File: config.mk
export PLATFORM = sky130hd
export DESIGN_NAME = sync_fifo_prog_flat
export DESIGN_NICKNAME = d
export VERILOG_FILES = /design/src/rtl/sync_fifo_prog_if.sv /design/src/rtl/sync_fifo_prog.sv /design/src/flat_wrapper.sv
export SDC_FILE = /design/constraint.sdc
export NUM_CORES = 1
export LEC_CHECK = 0
export BUFFER_PORTS_ARGS = -buffer_cell sky130_fd_sc_hd__buf_4
export CAP_MARGIN = 20
export CORE_MARGIN = 2
export CORE_UTILIZATION = 35
export CTS_BUF_LIST = sky130_fd_sc_hd__clkbuf_8
export DETAILED_ROUTE_END_ITERATION = 6
export PLACE_DENSITY = 0.51
export SLEW_MARGIN = 20
export SYNTH_ARGS = -nofsm -noshare
export SYNTH_HDL_FRONTEND = slang
export SYNTH_SLANG_ARGS = --single-unit
File: constraint.sdc
create_clock -name clk -period 6.3 [get_ports clk]
set_input_delay 0.315 -clock clk [delete_from_list [all_inputs] [get_ports clk]]
set_output_delay 0.315 -clock clk [all_outputs]
set_load 0.005 [all_outputs]
File: src/rtl/sync_fifo_prog_if.sv
// Handshake/data bundle between a producer/consumer pair and sync_fifo_prog.
// The FIFO takes the slave side; the bench or surrounding logic takes master.
interface sync_fifo_prog_if #(
  parameter int WIDTH = 16,
  parameter int DEPTH = 8
);
  localparam int AW = $clog2(DEPTH + 1);

  logic             flush;
  logic             wr_en;
  logic [WIDTH-1:0] data_in;
  logic             rd_en;
  logic [AW-1:0]    af_thresh;
  logic [AW-1:0]    ae_thresh;
  logic [WIDTH-1:0] data_out;
  logic             rd_valid;
  logic             wr_ack;
  logic             overflow;
  logic             underflow;
  logic             full;
  logic             empty;
  logic             almostfull;
  logic             almostempty;
  logic [AW-1:0]    level;

  modport master (
    output flush, wr_en, data_in, rd_en, af_thresh, ae_thresh,
    input  data_out, rd_valid, wr_ack, overflow, underflow,
           full, empty, almostfull, almostempty, level
  );

  modport slave (
    input  flush, wr_en, data_in, rd_en, af_thresh, ae_thresh,
    output data_out, rd_valid, wr_ack, overflow, underflow,
           full, empty, almostfull, almostempty, level
  );
endinterface

File: src/rtl/sync_fifo_prog.sv
// Single-clock FIFO of any depth >= 2 with programmable almost-full/empty
// thresholds, synchronous flush, occupancy output and optional FWFT read.
// A write into a full FIFO is accepted when a read pops in the same cycle.
module sync_fifo_prog #(
  parameter int FIFO_WIDTH = 16,
  parameter int FIFO_DEPTH = 8,
  parameter int FWFT       = 0
) (
  input logic             clk,
  input logic             rst_n,
  sync_fifo_prog_if.slave bus
);
  localparam int AW = $clog2(FIFO_DEPTH + 1);
  localparam int PW = (FIFO_DEPTH > 1) ? $clog2(FIFO_DEPTH) : 1;
  localparam logic [AW-1:0] DEPTH_L  = AW'(FIFO_DEPTH);
  localparam logic [PW-1:0] LAST_PTR = PW'(FIFO_DEPTH - 1);

  logic [FIFO_WIDTH-1:0] mem [FIFO_DEPTH];

  logic [PW-1:0]         wr_ptr_q, wr_ptr_d;
  logic [PW-1:0]         rd_ptr_q, rd_ptr_d;
  logic [AW-1:0]         level_q, level_d;
  logic [FIFO_WIDTH-1:0] dout_q, dout_d;
  logic                  rd_valid_q, rd_valid_d;
  logic                  wr_ack_q, wr_ack_d;
  logic                  overflow_q, overflow_d;
  logic                  underflow_q, underflow_d;
  logic                  rd_ok, wr_ok, not_empty;
  logic [FIFO_WIDTH-1:0] head;

  assign not_empty = (level_q != '0);
  assign head      = mem[rd_ptr_q];

  // Accept rules on the pre-edge state; a read frees a slot for a same-cycle write.
  assign rd_ok = bus.rd_en & not_empty;
  assign wr_ok = bus.wr_en & ((level_q != DEPTH_L) | rd_ok);

  // Next-state: flush wins over both requests, otherwise normal push/pop.
  always_comb begin
    wr_ptr_d    = wr_ptr_q;
    rd_ptr_d    = rd_ptr_q;
    level_d     = level_q;
    dout_d      = dout_q;
    rd_valid_d  = 1'b0;
    wr_ack_d    = 1'b0;
    overflow_d  = 1'b0;
    underflow_d = 1'b0;
    if (FWFT != 0) begin
      // Keep a copy of the head so data_out can hold it once the FIFO drains.
      if (not_empty) dout_d = head;
    end
    if (!bus.flush) begin
      if (wr_ok) wr_ptr_d = (wr_ptr_q == LAST_PTR) ? '0 : wr_ptr_q + PW'(1);
      if (rd_ok) rd_ptr_d = (rd_ptr_q == LAST_PTR) ? '0 : rd_ptr_q + PW'(1);
      level_d     = level_q + AW'(wr_ok) - AW'(rd_ok);
      wr_ack_d    = wr_ok;
      overflow_d  = bus.wr_en & ~wr_ok;
      underflow_d = bus.rd_en & ~rd_ok;
      if (FWFT == 0) begin
        rd_valid_d = rd_ok;
        if (rd_ok) dout_d = head;
      end
    end else begin
      wr_ptr_d = '0;
      rd_ptr_d = '0;
      level_d  = '0;
    end
  end

  // Control and output registers; async reset clears everything.
  always_ff @(posedge clk or negedge rst_n) begin
    if (!rst_n) begin
      wr_ptr_q    <= '0;
      rd_ptr_q    <= '0;
      level_q     <= '0;
      dout_q      <= '0;
      rd_valid_q  <= 1'b0;
      wr_ack_q    <= 1'b0;
      overflow_q  <= 1'b0;
      underflow_q <= 1'b0;
    end else begin
      wr_ptr_q    <= wr_ptr_d;
      rd_ptr_q    <= rd_ptr_d;
      level_q     <= level_d;
      dout_q      <= dout_d;
      rd_valid_q  <= rd_valid_d;
      wr_ack_q    <= wr_ack_d;
      overflow_q  <= overflow_d;
      underflow_q <= underflow_d;
    end
  end

  // Storage array; no reset needed since level gates every read.
  always_ff @(posedge clk) begin
    if (wr_ok && !bus.flush) mem[wr_ptr_q] <= bus.data_in;
  end

  // FWFT shows the live head; registered mode shows the last popped word.
  assign bus.data_out  = (FWFT != 0 && not_empty) ? head : dout_q;
  assign bus.rd_valid  = (FWFT != 0) ? not_empty : rd_valid_q;
  assign bus.wr_ack    = wr_ack_q;
  assign bus.overflow  = overflow_q;
  assign bus.underflow = underflow_q;
  assign bus.level     = level_q;

  // Flags are held low while reset is asserted.
  assign bus.full        = rst_n & (level_q == DEPTH_L);
  assign bus.empty       = rst_n & ~not_empty;
  assign bus.almostfull  = rst_n & (level_q >= bus.af_thresh);
  assign bus.almostempty = rst_n & (level_q <= bus.ae_thresh);
endmodule

File: src/flat_wrapper.sv
// flat-port wrapper written by rule: the top's interface ports become plain ports
module sync_fifo_prog_flat 
#(
  parameter int FIFO_WIDTH = 16,
  parameter int FIFO_DEPTH = 8,
  parameter int FWFT       = 0
)
  (clk, rst_n, bus_flush, bus_wr_en, bus_data_in, bus_rd_en, bus_af_thresh, bus_ae_thresh, bus_data_out, bus_rd_valid, bus_wr_ack, bus_overflow, bus_underflow, bus_full, bus_empty, bus_almostfull, bus_almostempty, bus_level);
  sync_fifo_prog_if #(.WIDTH(16), .DEPTH(8)) bus_i ();
  input logic clk;
  input logic rst_n;
  input wire logic [$bits(bus_i.flush)-1:0] bus_flush;
  input wire logic [$bits(bus_i.wr_en)-1:0] bus_wr_en;
  input wire logic [$bits(bus_i.data_in)-1:0] bus_data_in;
  input wire logic [$bits(bus_i.rd_en)-1:0] bus_rd_en;
  input wire logic [$bits(bus_i.af_thresh)-1:0] bus_af_thresh;
  input wire logic [$bits(bus_i.ae_thresh)-1:0] bus_ae_thresh;
  output wire logic [$bits(bus_i.data_out)-1:0] bus_data_out;
  output wire logic [$bits(bus_i.rd_valid)-1:0] bus_rd_valid;
  output wire logic [$bits(bus_i.wr_ack)-1:0] bus_wr_ack;
  output wire logic [$bits(bus_i.overflow)-1:0] bus_overflow;
  output wire logic [$bits(bus_i.underflow)-1:0] bus_underflow;
  output wire logic [$bits(bus_i.full)-1:0] bus_full;
  output wire logic [$bits(bus_i.empty)-1:0] bus_empty;
  output wire logic [$bits(bus_i.almostfull)-1:0] bus_almostfull;
  output wire logic [$bits(bus_i.almostempty)-1:0] bus_almostempty;
  output wire logic [$bits(bus_i.level)-1:0] bus_level;
  assign bus_i.flush = bus_flush;
  assign bus_i.wr_en = bus_wr_en;
  assign bus_i.data_in = bus_data_in;
  assign bus_i.rd_en = bus_rd_en;
  assign bus_i.af_thresh = bus_af_thresh;
  assign bus_i.ae_thresh = bus_ae_thresh;
  assign bus_data_out = bus_i.data_out;
  assign bus_rd_valid = bus_i.rd_valid;
  assign bus_wr_ack = bus_i.wr_ack;
  assign bus_overflow = bus_i.overflow;
  assign bus_underflow = bus_i.underflow;
  assign bus_full = bus_i.full;
  assign bus_empty = bus_i.empty;
  assign bus_almostfull = bus_i.almostfull;
  assign bus_almostempty = bus_i.almostempty;
  assign bus_level = bus_i.level;
  sync_fifo_prog #(.FIFO_WIDTH(FIFO_WIDTH), .FIFO_DEPTH(FIFO_DEPTH), .FWFT(FWFT)) u_core (.clk(clk), .rst_n(rst_n), .bus(bus_i));
endmodule
==> run metrics, run 1 <==
worst slew pin tran 980 ps; area of the core 18500 um2; worst hold margin 90.3 ps; Worst Path Arrival 2660 ps; vias in the first global route 3729; HPWL after DPL 7.94 mm; CP delay by family, top simple AND/OR/NAND/NOR gates; Post-Syn Area 6550 um2; Clock Latency Late Sink 450 ps; CP max-delay cell nor4_2; initial antenna violation count 0; Post-synth EDFFs 128; H-tree levels 4; simple-gate portion of the synthesized area 0.0811; main combinational cell family by area after synthesis multiplexers; CP bufs+invs 3; #FFs+latches synth 158; Max IR drop VDD 0.124 mV; slowest stage delay, CP 580 ps; largest net degree at the start of global routing 68; GRT Total Usage 0.144; Synth Area in XOR/XNOR 0.00268; RR Startpoint u_core.bus.level[2]; GP Congestion 0.800; Hold Fails Final Rpt 0; Final Skew 11.8 ps; minimum clock period 2510 ps; status finished clean; setup ws final 3790 ps; Seq/Total Area, Yosys 0.702; Routed Antenna Nets 0; WHS Path Cells 1; Area Overhead vs Synth 16.3%; Startpoint Class flip-flop; first-pass GRT wire length 21.0 mm; cell chain of the critical path inv_1 -> ha_1 -> nor2b_1 -> o21ai_2 -> inv_2 -> nand2b_2 -> nor4_2 -> buf_4; starting density of the core 0.353; gr ovfl total 0; Max Fanout on Critical Path 11; setup TNS 0 ps; via count 3631; DRT Pass-1 Iters 4; Max Cap Violations 0; clock slew at reported path FFs 90 ps; Die Y 141 um; final WL 13.5 mm; clock sink total 158; total power 2.60 mW; R2R depth 8; Die Footprint 19800 um2; critical path class reg -> reg; Syn Nets 472; fin crit share 0.399; dominant synthesized flop cell edfxtp_1; min-delay worst type in -> reg; share of the synthesized area in the top cell type 0.587; post-synth cell types 40; Hold Path Origin bus_data_in[9]; Remaining DRCs 0; Yosys warning count 0; Die W 141 um; Max Freq 398 MHz; Synth area leader edfxtp_1; CTS Root Cell clkbuf_8; unrepaired setup endpoints after global routing false; Clock Path Buffers 2; Top Ports 57; Synth Area in Adders 0.0356; FP Rows 50; compound-cell area share of the yosys netlist 0.0509; port bufs 56; Filler Cells Inserted 1711; DRT iter0 DRCs 237; share of flip-flops with an asynchronous set or reset 0.190; total CTS buffers 17; CTS tree done; Worst setup EP type flip-flop; Post-Synthesis Cells 425; hold endpoint u_core.mem[2][9]; synth top area cells edfxtp_1 59%, dfrtp_1 11%, mux2i_1 9.8%, a22oi_1 3.7%, ha_1 3.2%; drt via density 4.93; layout cell share with drive strength beyond 1 0.231; Reg2Reg Setup Slack 3790 ps; Ant. Diodes 0; pre-CTS setup slack 3770 ps; wire per inst 18.4 um; RR Endpoint u_core.mem[0][4]; mux contribution to synthesized area 0.0979; # setup viols final 0; Slew Limit Headroom 0.344; max-slew violations 0; Post-CTS Resized 0; Syn Area/Cell 15.4 um2; Leak 2.83 nW; Crit path required time 6450 ps; Total Nets Final 536; pwr dens 341 nW/um2
==> layout by cell type (no fill, tap or decap), types with 3 or more instances in the layout <==
| cell | n |
|---|---|
| edfxtp_1 | 128 |
| mux2i_1 | 64 |
| buf_4 | 64 |
| nand2_1 | 44 |
| a22oi_1 | 32 |
| dfrtp_1 | 29 |
| ha_1 | 17 |
| clkbuf_8 | 17 |
| nor2_1 | 14 |
| inv_1 | 12 |
| nand3_1 | 9 |
| nand3_2 | 9 |
| a21oi_1 | 7 |
| clkinv_2 | 5 |
| o21ai_0 | 4 |
| nor2b_1 | 4 |
| clkinv_4 | 4 |
| nand3b_1 | 3 |
==> layout make-up <==
class | instances | area (um2) | area share
flip-flops and latches | 158 | 4600 | 0.604
multi-input cells | 233 | 1770 | 0.233
repair buffers | 66 | 510 | 0.0671
well taps | 234 | 293 | 0.0385
clock buffers | 17 | 234 | 0.0307
clock inverters | 15 | 148 | 0.0194
inverters | 13 | 53.8 | 0.00707
==> how the worst max path moves through the flow <==
stage,startpoint,end,slack [ps],depth (start not counted)
final,u_core.bus.level[2],u_core.mem[0][4],3790,8
after detailed placement,u_core.bus.level[2],u_core.mem[0][4],3770,8
after floorplan,u_core.bus.level[2],u_core.mem[1][0],3170,7
after CTS,u_core.bus.level[2],u_core.mem[0][1],3760,8
after global placement,u_core.bus.level[2],u_core.bus.level[2],3850,9
after global routing,u_core.bus.level[2],u_core.mem[0][4],3620,8
==> routing by layer <==
layer,share of wire,vias up,wire (um),global-route usage
met2,0.49,61,6710,0.239
met1,0.46,1839,6260,0.183
met3,0.031,14,416,0.0391
li1,-,1717,-,-
met4,0.012,0,165,0.0500
met5,0,-,0,0
==> through the flow <==
stage / cells / area, um2 / util
final: 736 / 7610 / 0.411
after global routing: 736 / 7610 / 0.411
after CTS: 735 / 7590 / 0.410
after detailed placement: 702 / 7200 / 0.389
after global placement: 702 / 7200 / 0.389
after floorplan: 425 / 6550 / -
==> cells in the mapped netlist (3+ instances only) <==
cell type,number
nand3_1,9
dfrtp_1,30
a21oi_1,7
mux2i_1,64
edfxtp_1,128
a22oi_1,32
buf_2,6
clkbuf_1,4
nor2_1,15
o21ai_0,4
nor2b_1,6
ha_1,17
nand3_2,9
inv_1,11
nand3b_1,3
nand2_1,44
buf_4,5
==> logic make-up after synthesis <==
| family | count (synthesis) |
|---|---|
| AO/OA/AOI/OAI | 48 |
| adder cells (fa/ha/maj) | 18 |
| buffers and inverters | 34 |
| multiplexers | 64 |
| AND/OR/NAND/NOR | 101 |
| flip-flops | 158 |
| XOR/XNOR | 2 |
==> flip-flops by register name, summed over array words and instances, names as in the netlist <==
name and cells:
u_core.bus.level 4, u_core.mem 128, u_core.bus.overflow 1, u_core.bus.underflow 1, u_core.rd_ptr_q 3, u_core.bus.data_out 16, u_core.bus.rd_valid 1, u_core.wr_ptr_q 3
u_core.bus.wr_ack 1
==> power breakdown <==
group	switching [mW]	internal (mW)	total [mW]	leakage, nW
combinational	0.293	0.281	0.574	1.09
clock	0.375	0.349	0.724	0.197
sequential	0.0807	1.22	1.30	1.54
total	0.749	1.85	2.60	2.83
==> timing repair <==
action / 4_1_cts / 5_1_grt
endpoints found under the hold margin: 30 / 0
endpoints found under the setup margin: 0 / 0
buffers inserted: 0 / 0
hold buffers: 1 / 0
Note: power is estimated with default switching activity, not from simulation.
==> run 2, diff against run 1 <==
==> constraint.sdc (replaced) <==
create_clock -name clk -period 2.45 [get_ports clk]
set_input_delay 0.1225 -clock clk [delete_from_list [all_inputs] [get_ports clk]]
set_output_delay 0.1225 -clock clk [all_outputs]
set_load 0.005 [all_outputs]
==> run metrics, run 2 (same netlist as run 1, synthesis figures left out) <==
slowest stage delay, CP 390 ps; Clock Path Buffers 2; area of the core 18500 um2; drt via density 4.84; GP Congestion 0.760; Crit path required time 2780 ps; CP delay by family, top adder cells; DRT iter0 DRCs 177; gr ovfl total 0; Top Ports 57; minimum clock period 2250 ps; Filler Cells Inserted 1708; CTS Root Cell clkbuf_8; Comb pwr share 0.239; Ant. Diodes 0; critical path class reg -> reg; Max Cap Violations 0; P_int 4.83 mW; HPWL after DPL 8.49 mm; layout cell share with drive strength beyond 1 0.239; initial antenna violation count 0; worst slew pin tran 504 ps; DRT Pass-1 Iters 4; Total Nets Final 573; # setup viols final 0; starting density of the core 0.353; Leak 3.02 nW; Max Fanout on Critical Path 3; GRT Total Usage 0.146; FP Rows 50; Clock Latency Late Sink 450 ps; wire per inst 17.9 um; Die Footprint 19800 um2; most common cell after layout, fill and taps aside edfxtp_1; clock sink total 158; Remaining DRCs 0; Max Freq 444 MHz; sw frac 0.281; Routed Antenna Nets 0; Die W 141 um; H-tree levels 4; CP bufs+invs 1; sw power 1.88 mW; clock network fraction of design power 0.267; cell chain of the critical path inv_1 -> ha_1 -> or3b_1 -> nand3_2 -> o21ai_0 -> ha_1 -> fa_1 -> xnor2_1 -> nor2_1; fin crit share 0.918; Max IR drop VDD 0.347 mV; Startpoint Class flip-flop; largest net degree at the start of global routing 41; Area Overhead vs Synth 21.3%; setup TNS 0 ps; final WL 13.8 mm; max reg flops 128; CTS tree done; Largest Register u_core.mem; vias in the first global route 3826; port bufs 56; Die Y 141 um; min-delay worst type in -> async; total CTS buffers 17; post-layout util 0.429; Worst setup EP type flip-flop; via count 3740; Slew Limit Headroom 0.664; Reg power frac 0.495; CP max-delay cell or3b_1; max-slew violations 0; Final Skew 12.3 ps; first-pass GRT wire length 21.6 mm; Hold Fails Final Rpt 0; unrepaired setup endpoints after global routing false; CP dominant cell by count ha_1; clock slew at reported path FFs 80 ps; pwr dens 846 nW/um2; Worst Path Arrival 2580 ps; status finished clean; most frequent cells in the layout 128 x edfxtp_1, 81 x buf_4, 64 x mux2i_1
[run 2: cell types whose count changed in the layout (fill, tap and decap cells not counted), moves of 3 or more]
cell and change:
buf_4 +17, clkbuf_8 +4, clkinv_4 -4, dlygate4sd3_1 +20
inv_1 +3
[run 2: final timing paths]
path / slack (ps) / endpoint / cells past startpoint / start
hold / removal: 190 / u_core.bus.level[3] / 2 / rst_n
hold reg to reg: 480 / u_core.bus.data_out[10] / 2 / u_core.bus.data_out[10]
min in group clk: 460 / u_core.mem[5][10] / 2 / bus_data_in[10]
setup / recovery: 200 / u_core.bus.level[2] / 9 / u_core.bus.level[2]
max in group asynchronous: 1890 / u_core.rd_ptr_q[0] / 2 / rst_n
setup reg to reg: 200 / u_core.bus.level[2] / 9 / u_core.bus.level[2]
[run 2: timing repair]
| action | 4_1_cts | 5_1_grt |
|---|---|---|
| hold buffers | 21 | 0 |
| endpoints found under the setup margin | 0 | 18 |
| resized for setup | 0 | 2 |
| hold endpoints to repair | 168 | 0 |
| setup buffers | 0 | 4 |
[run 2: power by group through the flow]
stage          Sequential, mW  Combinational (mW)  Clock (mW)
2_1_floorplan            3.32                1.03           0
3_3_place_gp             3.38                1.57           0
3_5_place_dp             3.38                1.60           0
4_1_cts                  3.32                1.63        1.85
5_1_grt                  3.35                1.80        1.93
6_report                 3.32                1.60        1.79
[run 2: per-layer routing]
metal  up-vias  wire, um  part of all wire  global-route usage
met2        53      6930              0.50               0.241
met3        17       271             0.020              0.0296
met4         0       216             0.016              0.0553
met1      1874      6400              0.46               0.191
li1       1796         -                 -                   -
met5         -         0                 0                   0
[run 2: layout make-up]
cell class	instances	area (um2)	share of cell area
clock buffers	21	289	0.0364
clock inverters	11	77.6	0.00977
inverters	13	53.8	0.00677
multi-input cells	233	1790	0.226
flip-flops and latches	158	4600	0.579
well taps	234	293	0.0369
repair buffers	103	838	0.106
[run 2: through the flow]
| step | cell area (um2) | instances | power [mW] | setup slack [ps] | hold slack, ps |
|---|---|---|---|---|---|
| finish | 7940 | 773 | 6.72 | 200 | 189 |
| floorplan | 6570 | 425 | 4.35 | 2.69 | -173 |
| detailed placement | 7330 | 716 | 4.98 | 84.2 | 124 |
| global placement | 7330 | 716 | 4.95 | 196 | 124 |
| CTS | 7900 | 769 | 6.80 | 69.2 | 179 |
| global route | 7940 | 773 | 7.08 | 10.5 | 222 |
==> run 3, diff against run 2 <==
--- a/config.mk
+++ b/config.mk
@@ -11,7 +11,7 @@
 export CORE_UTILIZATION = 35
 export CTS_BUF_LIST = sky130_fd_sc_hd__clkbuf_8
 export DETAILED_ROUTE_END_ITERATION = 6
-export PLACE_DENSITY = 0.51
+export PLACE_DENSITY = 0.52
 export SLEW_MARGIN = 20
 export SYNTH_ARGS = -nofsm -noshare
 export SYNTH_HDL_FRONTEND = slang
==> constraint.sdc (replaced) <==
create_clock -name clk -period 1.9 [get_ports clk]
set_input_delay 0.095 -clock clk [delete_from_list [all_inputs] [get_ports clk]]
set_output_delay 0.095 -clock clk [all_outputs]
set_load 0.005 [all_outputs]
==> run metrics, run 3 (same netlist as run 1, synthesis figures left out) <==
slowest stage delay, CP 520 ps; Worst Path Arrival 2580 ps; vias in the first global route 3866; Slew Limit Headroom 0.499; max reg flops 128; DRT iter0 DRCs 179; drt via density 4.83; final cell count without fillers 803; M3 GR Usage 0.0275; failing checks negative setup slack; CP max-delay cell fa_2; Max Freq 456 MHz; GRT Total Usage 0.153; area of the core 18500 um2; initial antenna violation count 0; Ant. Diodes 0; Startpoint Class flip-flop; GRT met1 Usage 0.202; DRT Pass-1 Iters 4; layout cell share with drive strength beyond 1 0.329; Top Usage Layer GRT met2; Hold Fails Final Rpt 0; clock sink total 158; Max Fanout on Critical Path 3; Largest Register u_core.mem; cell chain of the critical path inv_2 -> ha_4 -> or3b_4 -> o21ai_4 -> inv_2 -> buf_6 -> ha_4 -> fa_2 -> nor2b_4; dpl cell area 7460 um2; GP Congestion 0.754; gr ovfl total 0; Clock Latency Late Sink 450 ps; via count 3879; Die Footprint 19800 um2; post-layout util 0.467; H-tree levels 4; most common cell after layout, fill and taps aside edfxtp_1; CTS tree done; largest net degree at the start of global routing 34; minimum clock period 2190 ps; Max Cap Violations 0; worst slew pin tran 752 ps; Die W 141 um; CTS Root Cell clkbuf_8; total CTS buffers 17; first-pass GRT wire length 22.2 mm; port bufs 56; Final Instance Area 8640 um2; # setup viols final 111; Total Nets Final 603; min-delay worst type in -> reg; setup ws final -294 ps; max-slew violations 0; final WL 14.6 mm; Final Skew 8.63 ps; Remaining DRCs 0; met2 Track Usage GR 0.256; Clock Path Buffers 2; pwr dens 1100 nW/um2; HPWL after DPL 9.37 mm; placed cells 723; unrepaired setup endpoints after global routing true; wire per inst 18.2 um; Die Y 141 um; starting density of the core 0.353; status finished, violations left; Worst setup EP type flip-flop; Area Overhead vs Synth 32.1%; critical path class reg -> reg; fin crit share 1.15; Top Ports 57; most frequent cells in the layout 128 x edfxtp_1, 84 x buf_4, 64 x mux2i_1; FP Rows 50; worst hold margin 99.4 ps; pre-CTS setup slack -454 ps; Crit path required time 2280 ps; Max IR drop VDD 0.415 mV; clock slew at reported path FFs 80 ps; Routed Antenna Nets 0; Leak 3.24 nW
==> run 3: cell types whose count changed in the layout (fill, tap and decap cells not counted), moves of 3 or more <==
| cell | previous run | this run |
|---|---|---|
| nor2_1 | 14 | 9 |
| ha_1 | 17 | 9 |
| o21ai_1 | 0 | 3 |
| buf_12 | 1 | 12 |
| nor2_4 | 0 | 6 |
| buf_4 | 81 | 84 |
| ha_4 | 0 | 8 |
| clkbuf_8 | 21 | 17 |
| inv_1 | 15 | 8 |
| buf_6 | 0 | 15 |
| o21ai_0 | 4 | 0 |
==> run 3: final cells by class <==
type,instances,area [um2]
fillers,1611,9870
flip-flops and latches,158,4600
multi-input cells,233,2000
repair buffers,133,1290
well taps,234,293
clock buffers,17,234
clock inverters,15,168
inverters,13,61.3
==> run 3: where the power goes <==
part           switching [mW]  internal (mW)  leakage [nW]
registers               0.166           4.04          1.54
logic                    1.35           1.47          1.50
clock network            1.22           1.29         0.199
total                    2.74           6.80          3.24
==> run 3: layer usage <==
metal  share of wire  vias up
met5               0        -
met4           0.015        0
met3           0.032       16
met2            0.50       59
met1            0.46     1945
li1                -     1859
==> run 3: per-stage QoR <==
step	TNS (ps)	power [mW]
after floorplan	-14850	5.67
after global placement	-27760	6.58
after detailed placement	-34270	6.63
after CTS	-22990	9.43
after global routing	-28660	10.1
final	-17110	9.54
==> run 3: path summary, 6_finish.rpt <==
check / from / end / depth (start not counted) / slack [ps]
min in group asynchronous: rst_n / u_core.rd_ptr_q[2] / 3 / 260
setup reg to reg: u_core.bus.level[2] / u_core.bus.level[1] / 9 / -290
max in group asynchronous: rst_n / u_core.bus.level[0] / 3 / 980
setup / recovery: u_core.bus.level[2] / u_core.bus.level[1] / 9 / -290
hold reg to reg: u_core.bus.data_out[7] / u_core.bus.data_out[7] / 2 / 480
hold / removal: bus_flush / u_core.rd_ptr_q[0] / 3 / 100
==> run 3: timing repair <==
action,CTS,global route
setup buffers,21,9
resized for setup,26,27
gates cloned,2,0
hold endpoints to repair,160,0
pin swaps,10,16
hold buffers,20,0
setup endpoints to repair,133,146
==> run 3: critical path: cells and delay by family (launching register included) <==
kind            cells  cell delay [ps]
compound gates      1              150
fa+ha+maj           3              810
buf+inv             3              290
flops               1              390
simple gates        2              510
